**config.mk**
```make
export PLATFORM = sky130hd
export DESIGN_NAME = fadd_pipe
export DESIGN_NICKNAME = d
export VERILOG_FILES = /design/src/rtl/fadd_pipe.sv
export SDC_FILE = /design/constraint.sdc
export NUM_CORES = 1
export LEC_CHECK = 0
export ABC_CLOCK_PERIOD_IN_PS = 8700
export CORE_MARGIN = 3
export CORE_UTILIZATION = 61
export CTS_CLUSTER_DIAMETER = 40
export CTS_CLUSTER_SIZE = 30
export DETAILED_ROUTE_END_ITERATION = 10
export GPL_TIMING_DRIVEN = 0
export PLACE_DENSITY = 0.93
export SYNTH_ARGS = -nofsm -noshare
export SYNTH_HDL_FRONTEND = slang
export SYNTH_SLANG_ARGS = --single-unit
```
**constraint.sdc**
```tcl
create_clock -name clk -period 8.7 [get_ports clk]
set_input_delay 1.305 -clock clk [delete_from_list [all_inputs] [get_ports clk]]
set_output_delay 1.305 -clock clk [all_outputs]
set_load 0.05 [all_outputs]
```
**src/rtl/fadd_pipe.sv**
```systemverilog
// Three-stage pipelined IEEE-754 adder/subtractor with valid/ready flow control.
// Define FADD_PIPE_FTZ_EN to flush denormal inputs and results to signed zero.
module fadd_pipe #(
    parameter int EXP_W = 8,
    parameter int MAN_W = 23,
    parameter int TAG_W = 4
) (
    input  logic                     clk,
    input  logic                     rst,
    input  logic                     in_valid,
    output logic                     in_ready,
    input  logic [EXP_W+MAN_W:0]     a,
    input  logic [EXP_W+MAN_W:0]     b,
    input  logic                     sub,
    input  logic [TAG_W-1:0]         in_tag,
    output logic                     out_valid,
    input  logic                     out_ready,
    output logic [EXP_W+MAN_W:0]     res,
    output logic                     ovf,
    output logic [TAG_W-1:0]         out_tag
);

    localparam int W  = 1 + EXP_W + MAN_W;
    localparam int SW = MAN_W + 4;
    localparam int XW = EXP_W + 1;
    localparam logic [EXP_W-1:0] EMAX = '1;
    localparam logic [EXP_W-1:0] SW_E = EXP_W'(SW);

    function automatic logic [XW-1:0] lzc_f(input logic [SW-1:0] v);
        lzc_f = XW'(SW);
        for (int i = 0; i < SW; i++) begin
            if (v[i]) lzc_f = XW'(SW - 1 - i);
        end
    endfunction

    // ---------------- pipeline control ----------------
    logic s1_valid_q, s1_valid_d;
    logic s2_valid_q, s2_valid_d;
    logic s3_valid_q, s3_valid_d;
    logic ld1, ld2, ld3;

    // Empty stages keep loading so bubbles collapse under backpressure.
    assign ld3      = !s3_valid_q || out_ready;
    assign ld2      = ld3 || !s2_valid_q;
    assign ld1      = ld2 || !s1_valid_q;
    assign in_ready = !(s3_valid_q && !out_ready);

    // ---------------- stage 1: unpack / align ----------------
    logic              a_s, b_s;
    logic [EXP_W-1:0]  a_e, b_e, a_ee, b_ee;
    logic [MAN_W-1:0]  a_f, b_f;
    logic [SW-1:0]     a_m, b_m;
    logic              a_nan, b_nan, a_inf, b_inf;
    logic              l_s, s_s;
    logic [EXP_W-1:0]  l_e, s_e, e_diff, e_sh;
    logic [SW-1:0]     l_m, s_m, s_al;
    logic [2*SW-1:0]   ext;
    logic              sp1;
    logic [W-1:0]      sp1_res;

    assign a_s = a[W-1];
    assign a_e = a[W-2:MAN_W];
    assign a_f = a[MAN_W-1:0];
    assign b_s = b[W-1] ^ sub;
    assign b_e = b[W-2:MAN_W];
    assign b_f = b[MAN_W-1:0];

    always_comb begin
        a_nan = (a_e == EMAX) && (a_f != '0);
        b_nan = (b_e == EMAX) && (b_f != '0);
        a_inf = (a_e == EMAX) && (a_f == '0);
        b_inf = (b_e == EMAX) && (b_f == '0);
        a_ee  = (a_e == '0) ? EXP_W'(1) : a_e;
        b_ee  = (b_e == '0) ? EXP_W'(1) : b_e;
        a_m   = {a_e != '0, a_f, 3'b000};
        b_m   = {b_e != '0, b_f, 3'b000};
`ifdef FADD_PIPE_FTZ_EN
        if (a_e == '0) a_m = '0;
        if (b_e == '0) b_m = '0;
`endif
        if ({b_ee, b_m} > {a_ee, a_m}) begin
            l_s = b_s; l_e = b_ee; l_m = b_m;
            s_s = a_s; s_e = a_ee; s_m = a_m;
        end else begin
            l_s = a_s; l_e = a_ee; l_m = a_m;
            s_s = b_s; s_e = b_ee; s_m = b_m;
        end
        e_diff = l_e - s_e;
        e_sh   = (e_diff > SW_E) ? SW_E : e_diff;
        ext    = {s_m, {SW{1'b0}}} >> e_sh;
        s_al   = ext[2*SW-1:SW] | {{(SW-1){1'b0}}, |ext[SW-1:0]};

        sp1     = 1'b1;
        sp1_res = '0;
        if (b_nan)
            sp1_res = {b[W-1], EMAX, 1'b1, b_f[MAN_W-2:0]};
        else if (a_nan)
            sp1_res = {a_s, EMAX, 1'b1, a_f[MAN_W-2:0]};
        else if (a_inf && b_inf && (a_s != b_s))
            sp1_res = {1'b0, EMAX, 1'b1, {(MAN_W-1){1'b0}}};
        else if (a_inf)
            sp1_res = {a_s, EMAX, {MAN_W{1'b0}}};
        else if (b_inf)
            sp1_res = {b_s, EMAX, {MAN_W{1'b0}}};
        else
            sp1 = 1'b0;
    end

    logic [TAG_W-1:0] s1_tag_q, s1_tag_d;
    logic             s1_ls_q, s1_ls_d, s1_ss_q, s1_ss_d;
    logic [EXP_W-1:0] s1_e_q, s1_e_d;
    logic [SW-1:0]    s1_lm_q, s1_lm_d, s1_sm_q, s1_sm_d;
    logic             s1_sp_q, s1_sp_d;
    logic [W-1:0]     s1_sres_q, s1_sres_d;

    always_comb begin
        s1_valid_d = s1_valid_q;
        s1_tag_d   = s1_tag_q;
        s1_ls_d    = s1_ls_q;
        s1_ss_d    = s1_ss_q;
        s1_e_d     = s1_e_q;
        s1_lm_d    = s1_lm_q;
        s1_sm_d    = s1_sm_q;
        s1_sp_d    = s1_sp_q;
        s1_sres_d  = s1_sres_q;
        if (ld1) begin
            s1_valid_d = in_valid && in_ready;
            s1_tag_d   = in_tag;
            s1_ls_d    = l_s;
            s1_ss_d    = s_s;
            s1_e_d     = l_e;
            s1_lm_d    = l_m;
            s1_sm_d    = s_al;
            s1_sp_d    = sp1;
            s1_sres_d  = sp1_res;
        end
    end

    // ---------------- stage 2: add ----------------
    logic             eff_sub;
    logic [SW:0]      sum2;
    logic             sgn2;

    always_comb begin
        eff_sub = s1_ls_q ^ s1_ss_q;
        if (eff_sub) sum2 = {1'b0, s1_lm_q} - {1'b0, s1_sm_q};
        else         sum2 = {1'b0, s1_lm_q} + {1'b0, s1_sm_q};
        // Exact cancellation yields +0; like-signed zeros keep their sign.
        sgn2 = (eff_sub && (sum2 == '0)) ? 1'b0 : s1_ls_q;
    end

    logic [TAG_W-1:0] s2_tag_q, s2_tag_d;
    logic             s2_s_q, s2_s_d;
    logic [EXP_W-1:0] s2_e_q, s2_e_d;
    logic [SW:0]      s2_sum_q, s2_sum_d;
    logic             s2_sp_q, s2_sp_d;
    logic [W-1:0]     s2_sres_q, s2_sres_d;

    always_comb begin
        s2_valid_d = s2_valid_q;
        s2_tag_d   = s2_tag_q;
        s2_s_d     = s2_s_q;
        s2_e_d     = s2_e_q;
        s2_sum_d   = s2_sum_q;
        s2_sp_d    = s2_sp_q;
        s2_sres_d  = s2_sres_q;
        if (ld2) begin
            s2_valid_d = s1_valid_q;
            s2_tag_d   = s1_tag_q;
            s2_s_d     = sgn2;
            s2_e_d     = s1_e_q;
            s2_sum_d   = sum2;
            s2_sp_d    = s1_sp_q;
            s2_sres_d  = s1_sres_q;
        end
    end

    // ---------------- stage 3: normalize / round ----------------
    logic [XW-1:0]    ex, lz, nsh, eo;
    logic [SW-1:0]    m3;
    logic             inc;
    logic [MAN_W+1:0] rnd;
    logic [MAN_W-1:0] fo;
    logic [W-1:0]     res3;
    logic             ovf3;

    always_comb begin
        ex  = {1'b0, s2_e_q};
        lz  = '0;
        nsh = '0;
        if (s2_sum_q[SW]) begin
            m3 = {s2_sum_q[SW:2], |s2_sum_q[1:0]};
            ex = ex + XW'(1);
        end else begin
            // Left shift stops at exponent 1; anything short of hidden=1 is denormal.
            lz  = lzc_f(s2_sum_q[SW-1:0]);
            nsh = (lz < ex - XW'(1)) ? lz : ex - XW'(1);
            m3  = s2_sum_q[SW-1:0] << nsh;
            ex  = ex - nsh;
        end
        inc = m3[2] && (m3[1] || m3[0] || m3[3]);
        rnd = {1'b0, m3[SW-1:3]} + {{(MAN_W+1){1'b0}}, inc};
        if (rnd[MAN_W+1]) begin
            eo = ex + XW'(1);
            fo = rnd[MAN_W:1];
        end else begin
            eo = rnd[MAN_W] ? ex : '0;
            fo = rnd[MAN_W-1:0];
        end
        ovf3 = 1'b0;
        if (eo >= {1'b0, EMAX}) begin
            res3 = {s2_s_q, EMAX, {MAN_W{1'b0}}};
            ovf3 = 1'b1;
        end else begin
            res3 = {s2_s_q, eo[EXP_W-1:0], fo};
`ifdef FADD_PIPE_FTZ_EN
            if (eo == '0) res3 = {s2_s_q, {(W-1){1'b0}}};
`endif
        end
        if (s2_sp_q) begin
            res3 = s2_sres_q;
            ovf3 = 1'b0;
        end
    end

    logic [TAG_W-1:0] s3_tag_q, s3_tag_d;
    logic [W-1:0]     s3_res_q, s3_res_d;
    logic             s3_ovf_q, s3_ovf_d;

    always_comb begin
        s3_valid_d = s3_valid_q;
        s3_tag_d   = s3_tag_q;
        s3_res_d   = s3_res_q;
        s3_ovf_d   = s3_ovf_q;
        if (ld3) begin
            s3_valid_d = s2_valid_q;
            s3_tag_d   = s2_tag_q;
            s3_res_d   = res3;
            s3_ovf_d   = ovf3;
        end
    end

    always_ff @(posedge clk) begin
        if (rst) begin
            s1_valid_q <= 1'b0;
            s1_tag_q   <= '0;
            s1_ls_q    <= 1'b0;
            s1_ss_q    <= 1'b0;
            s1_e_q     <= '0;
            s1_lm_q    <= '0;
            s1_sm_q    <= '0;
            s1_sp_q    <= 1'b0;
            s1_sres_q  <= '0;
            s2_valid_q <= 1'b0;
            s2_tag_q   <= '0;
            s2_s_q     <= 1'b0;
            s2_e_q     <= '0;
            s2_sum_q   <= '0;
            s2_sp_q    <= 1'b0;
            s2_sres_q  <= '0;
            s3_valid_q <= 1'b0;
            s3_tag_q   <= '0;
            s3_res_q   <= '0;
            s3_ovf_q   <= 1'b0;
        end else begin
            s1_valid_q <= s1_valid_d;
            s1_tag_q   <= s1_tag_d;
            s1_ls_q    <= s1_ls_d;
            s1_ss_q    <= s1_ss_d;
            s1_e_q     <= s1_e_d;
            s1_lm_q    <= s1_lm_d;
            s1_sm_q    <= s1_sm_d;
            s1_sp_q    <= s1_sp_d;
            s1_sres_q  <= s1_sres_d;
            s2_valid_q <= s2_valid_d;
            s2_tag_q   <= s2_tag_d;
            s2_s_q     <= s2_s_d;
            s2_e_q     <= s2_e_d;
            s2_sum_q   <= s2_sum_d;
            s2_sp_q    <= s2_sp_d;
            s2_sres_q  <= s2_sres_d;
            s3_valid_q <= s3_valid_d;
            s3_tag_q   <= s3_tag_d;
            s3_res_q   <= s3_res_d;
            s3_ovf_q   <= s3_ovf_d;
        end
    end

    assign out_valid = s3_valid_q;
    assign res       = s3_res_q;
    assign ovf       = s3_ovf_q;
    assign out_tag   = s3_tag_q;

endmodule

```
==> impl_metrics.yaml <==
run_status:
  status: "finished, final reports clean"
route:
  wire_per_inst_um: 24.22
  viasPerCell: 7.035
  vias: 19290
  drc: 0
  drt-initial-drc-count: 2980
  ant_nets: 0
  dr.pass1.iters: 7
  wirelength_mm: 66.40
global_route:
  grt_pass1_vias: 18030
  gr-total-overflow: 0
  grt_start_max_net_pins: 26
  grt_pass1_wl_mm: 101.1
  antenna_found_initial: 1
  track_usage_pct: 44.16
sta:
  post-route-period-util_pct: 95.97
  relSlewSlack_pct: 35.43
  drv_slew: 0
  fmaxAchievable_mhz: 119.8
  layout_min_cycle_time_ps: 8350
  rsz0062_at_grt: "false"
  worst_slew_pin_slew_ps: 941.6
  setup_viol: 0
  fin_ws_ps: 350.2
  hold_slack_ps: 454.4
  final_hold_viol_count: 0
  clock_skew_ps: 24.29
layout:
  area_growth_pct: 13.58
  final_nets: 2543
  layoutNonFillerInstCount: 2742
  drive_gt1_share_pct: 5.983
  diodes: 0
  nFillCells: 2140
synthesis:
  post-synth-top-count-cell: "nor2_1"
  yosysSeqAreaShare_pct: 23.91
  synth.avg_cell_area_um2: 7.327
  synth_edf_count: 0
  synth_area_leaders: "dfxtp_1 24%, a21oi_1 6.8%, nor2_1 6.6%"
  synthArstFlopShare_pct: 0
  syn_inst: 2263
  synth_top_area_share_pct: 23.91
  yosysWarnings: 0
  ys.flop_type: "dfxtp_1"
  synth-seq-cells: 198
  syn-num-nets: 2412
  synth.largest_area_cell: "dfxtp_1"
  syn_area_um2: 16580
  synth_common_cells: "292 x nor2_1, 239 x nand2_1, 226 x a21oi_1, 198 x dfxtp_1, 134 x nor3_1"
  ys_types: 103
clock_tree:
  hold_buffers: 0
  insertion_delay_ps: 460
  root_buffer: "clkbuf_16"
  cts_sinks: 198
  clk_pin_slew_ps: 100
  cts_buffers: 17
  clk_path_buf_depth: 2
  cts_max_level: 4
  cts_tree: "yes"
floorplan:
  num_rows: 59
  initial_core_util_pct: 62.92
  chipHeight_um: 170.9
  die_x_um: 170.9
  core-area_um2: 26350
  pin_count: 112
  dieArea_um2: 29200
placement:
  place_congestion: 1.078
  place_worst_setup_slack_ps: -444.0
  dp_cells: 2707
  port_buffers: 109
  dpl.hpwl_mm: 51.78
hold_path:
  hold_path_depth: 2
  hold_path_class: "reg -> reg"
power_and_ir_drop:
  switching_share_pct: 53.96
  pwr-share-comb_pct: 71.3
  p_leak_uw: 0.007451
  power.internal_uw: 3276
  irDropWorstVdd_uv: 212.7
  power.share.clock_pct: 12.4
  seq_power_share_pct: 16.4
  switchingPower_uw: 3839
  power.density_nw_per_um2: 377.8
critical_path:
  worst_setup_path_start_kind: "input port"
  path_class: "in -> reg"
  cp_max_fo: 10
  required_ps: 9010
  worstPathArrival_ps: 8660
  worstSetupEndpointType: "register"
  r2r_cells: 32
flow_run:
  maxCapViolCount: 0
-- cell usage in the layout, fill, tap and decap left out, types with 18 or more instances in the layout --
cell             instances
a211oi_1                62
a21oi_1                226
a221oi_1                31
a22oi_1                 42
and2_1                  35
clkbuf_1               116
clkdlybuf4s50_1        109
dfxtp_1                198
ha_1                    75
inv_1                   64
mux2i_1                 77
nand2_1                239
nand3_1                 33
nand4_1                 22
nor2_1                 292
nor3_1                 132
nor4_1                  26
o211ai_1                35
o21ai_0                 69
o21ai_1                 18
o22ai_1                 31
or3_1                   19
xnor2_1                 55
xor2_1                  32
-- area by class of cell --
cell class	count	area (µm²)	area share (%)
plain buffers	156	663.1	3.521
clock buffers	17	425.4	2.259
clock inverters	15	237.7	1.262
inverters	66	247.7	1.315
multi-input cells	1842	11760	62.42
flip-flops and latches	198	3964	21.05
well taps	335	419.2	2.226
repair buffers	113	1121	5.953
-- kinds of logic (layout without fill, tap and decap cells) --
group                      Yosys count  in the layout  synth area share [%]
adders and majority gates           76             76                 5.780
buffers and inverters              223            367                 5.509
xor gates and xnor gates            89             89                 4.701
AOI/OAI and AO/OA                  671            671                 26.95
and+or+nand+nor                    900            900                 26.02
DFF                                198            198                 23.91
muxes                              106            106                 7.131
-- path summary, 6_finish.rpt --
kind	start	end	slack, ps
setup / recovery	a[26]	s1_sm_q[0]$_SDFFE_PP0P_	350
hold / removal	out_tag[1]$_SDFFE_PP0P_	out_tag[1]$_SDFFE_PP0P_	450
setup reg to reg	s2_sum_q[15]$_SDFFE_PP0P_	res[6]$_SDFFE_PP0P_	540
hold reg to reg	out_tag[1]$_SDFFE_PP0P_	out_tag[1]$_SDFFE_PP0P_	450
-- state kept, by name (all words and copies together) (netlist names), 4 cells and up --
name	cells
s2_tag_q	4
res	32
s1_sres_q	25
s2_e_q	8
s2_sum_q	28
out_tag	4
s1_e_q	8
s1_tag_q	4
s1_sm_q	27
s1_lm_q	24
s2_sres_q	25
-- timing repair --
action                     4_1_cts  5_1_grt
buffers inserted                 0        4
cloned                           0        0
setup endpoints to repair        1        8
gates resized for setup          1        9
pin swaps                        0        2
-- metal layers --
layer  wire (µm)  global-route usage (%)
met2       29490                   71.69
met3        7277                   8.064
met1       24380                   54.13
met5           0                       0
met4        5252                   27.85
-- worst max-delay path, cell delays in order --
cell             delay, ps
clkdlybuf4s50_1        480
or4_1                  610
nor2_1                 340
or2_2                  260
inv_1                   70
ha_1                   320
nand4_1                120
nor3_2                 210
nand2_1                100
a311o_1                360
a21oi_4                300
nand3_1                190
and2_1                 200
ha_1                   180
and3_1                 200
o31ai_1                210
a21oi_1                120
xnor2_1                290
o211ai_1               250
or3_1                  380
clkbuf_1               230
clkbuf_1               290
a211oi_1               440
o31ai_1                200
or4b_1                 530
nor4_2                 350
o41ai_1                100
-- stage by stage --
stage               setup TNS, ps  power [µW]  area, µm²  utilization, %
floorplan                       0        4670      16580               -
global placement           -299.3        5980      18090           68.65
detailed placement         -703.6        6021      18090           68.65
CTS                             0        6909      18760           71.18
global route                    0        7416      18830           71.46
finish                          0        7115      18830           71.46
-- power by group through the flow --
stage               clock (µW)  sequential (µW)  combinational, µW
finish                     881             1160               5070
global route               904             1170               5340
CTS                        872             1150               4880
detailed placement           0             1170               4850
global placement             0             1170               4810
floorplan                    0             1250               3420
No activity file was read; power rests on OpenSTA's default activity.
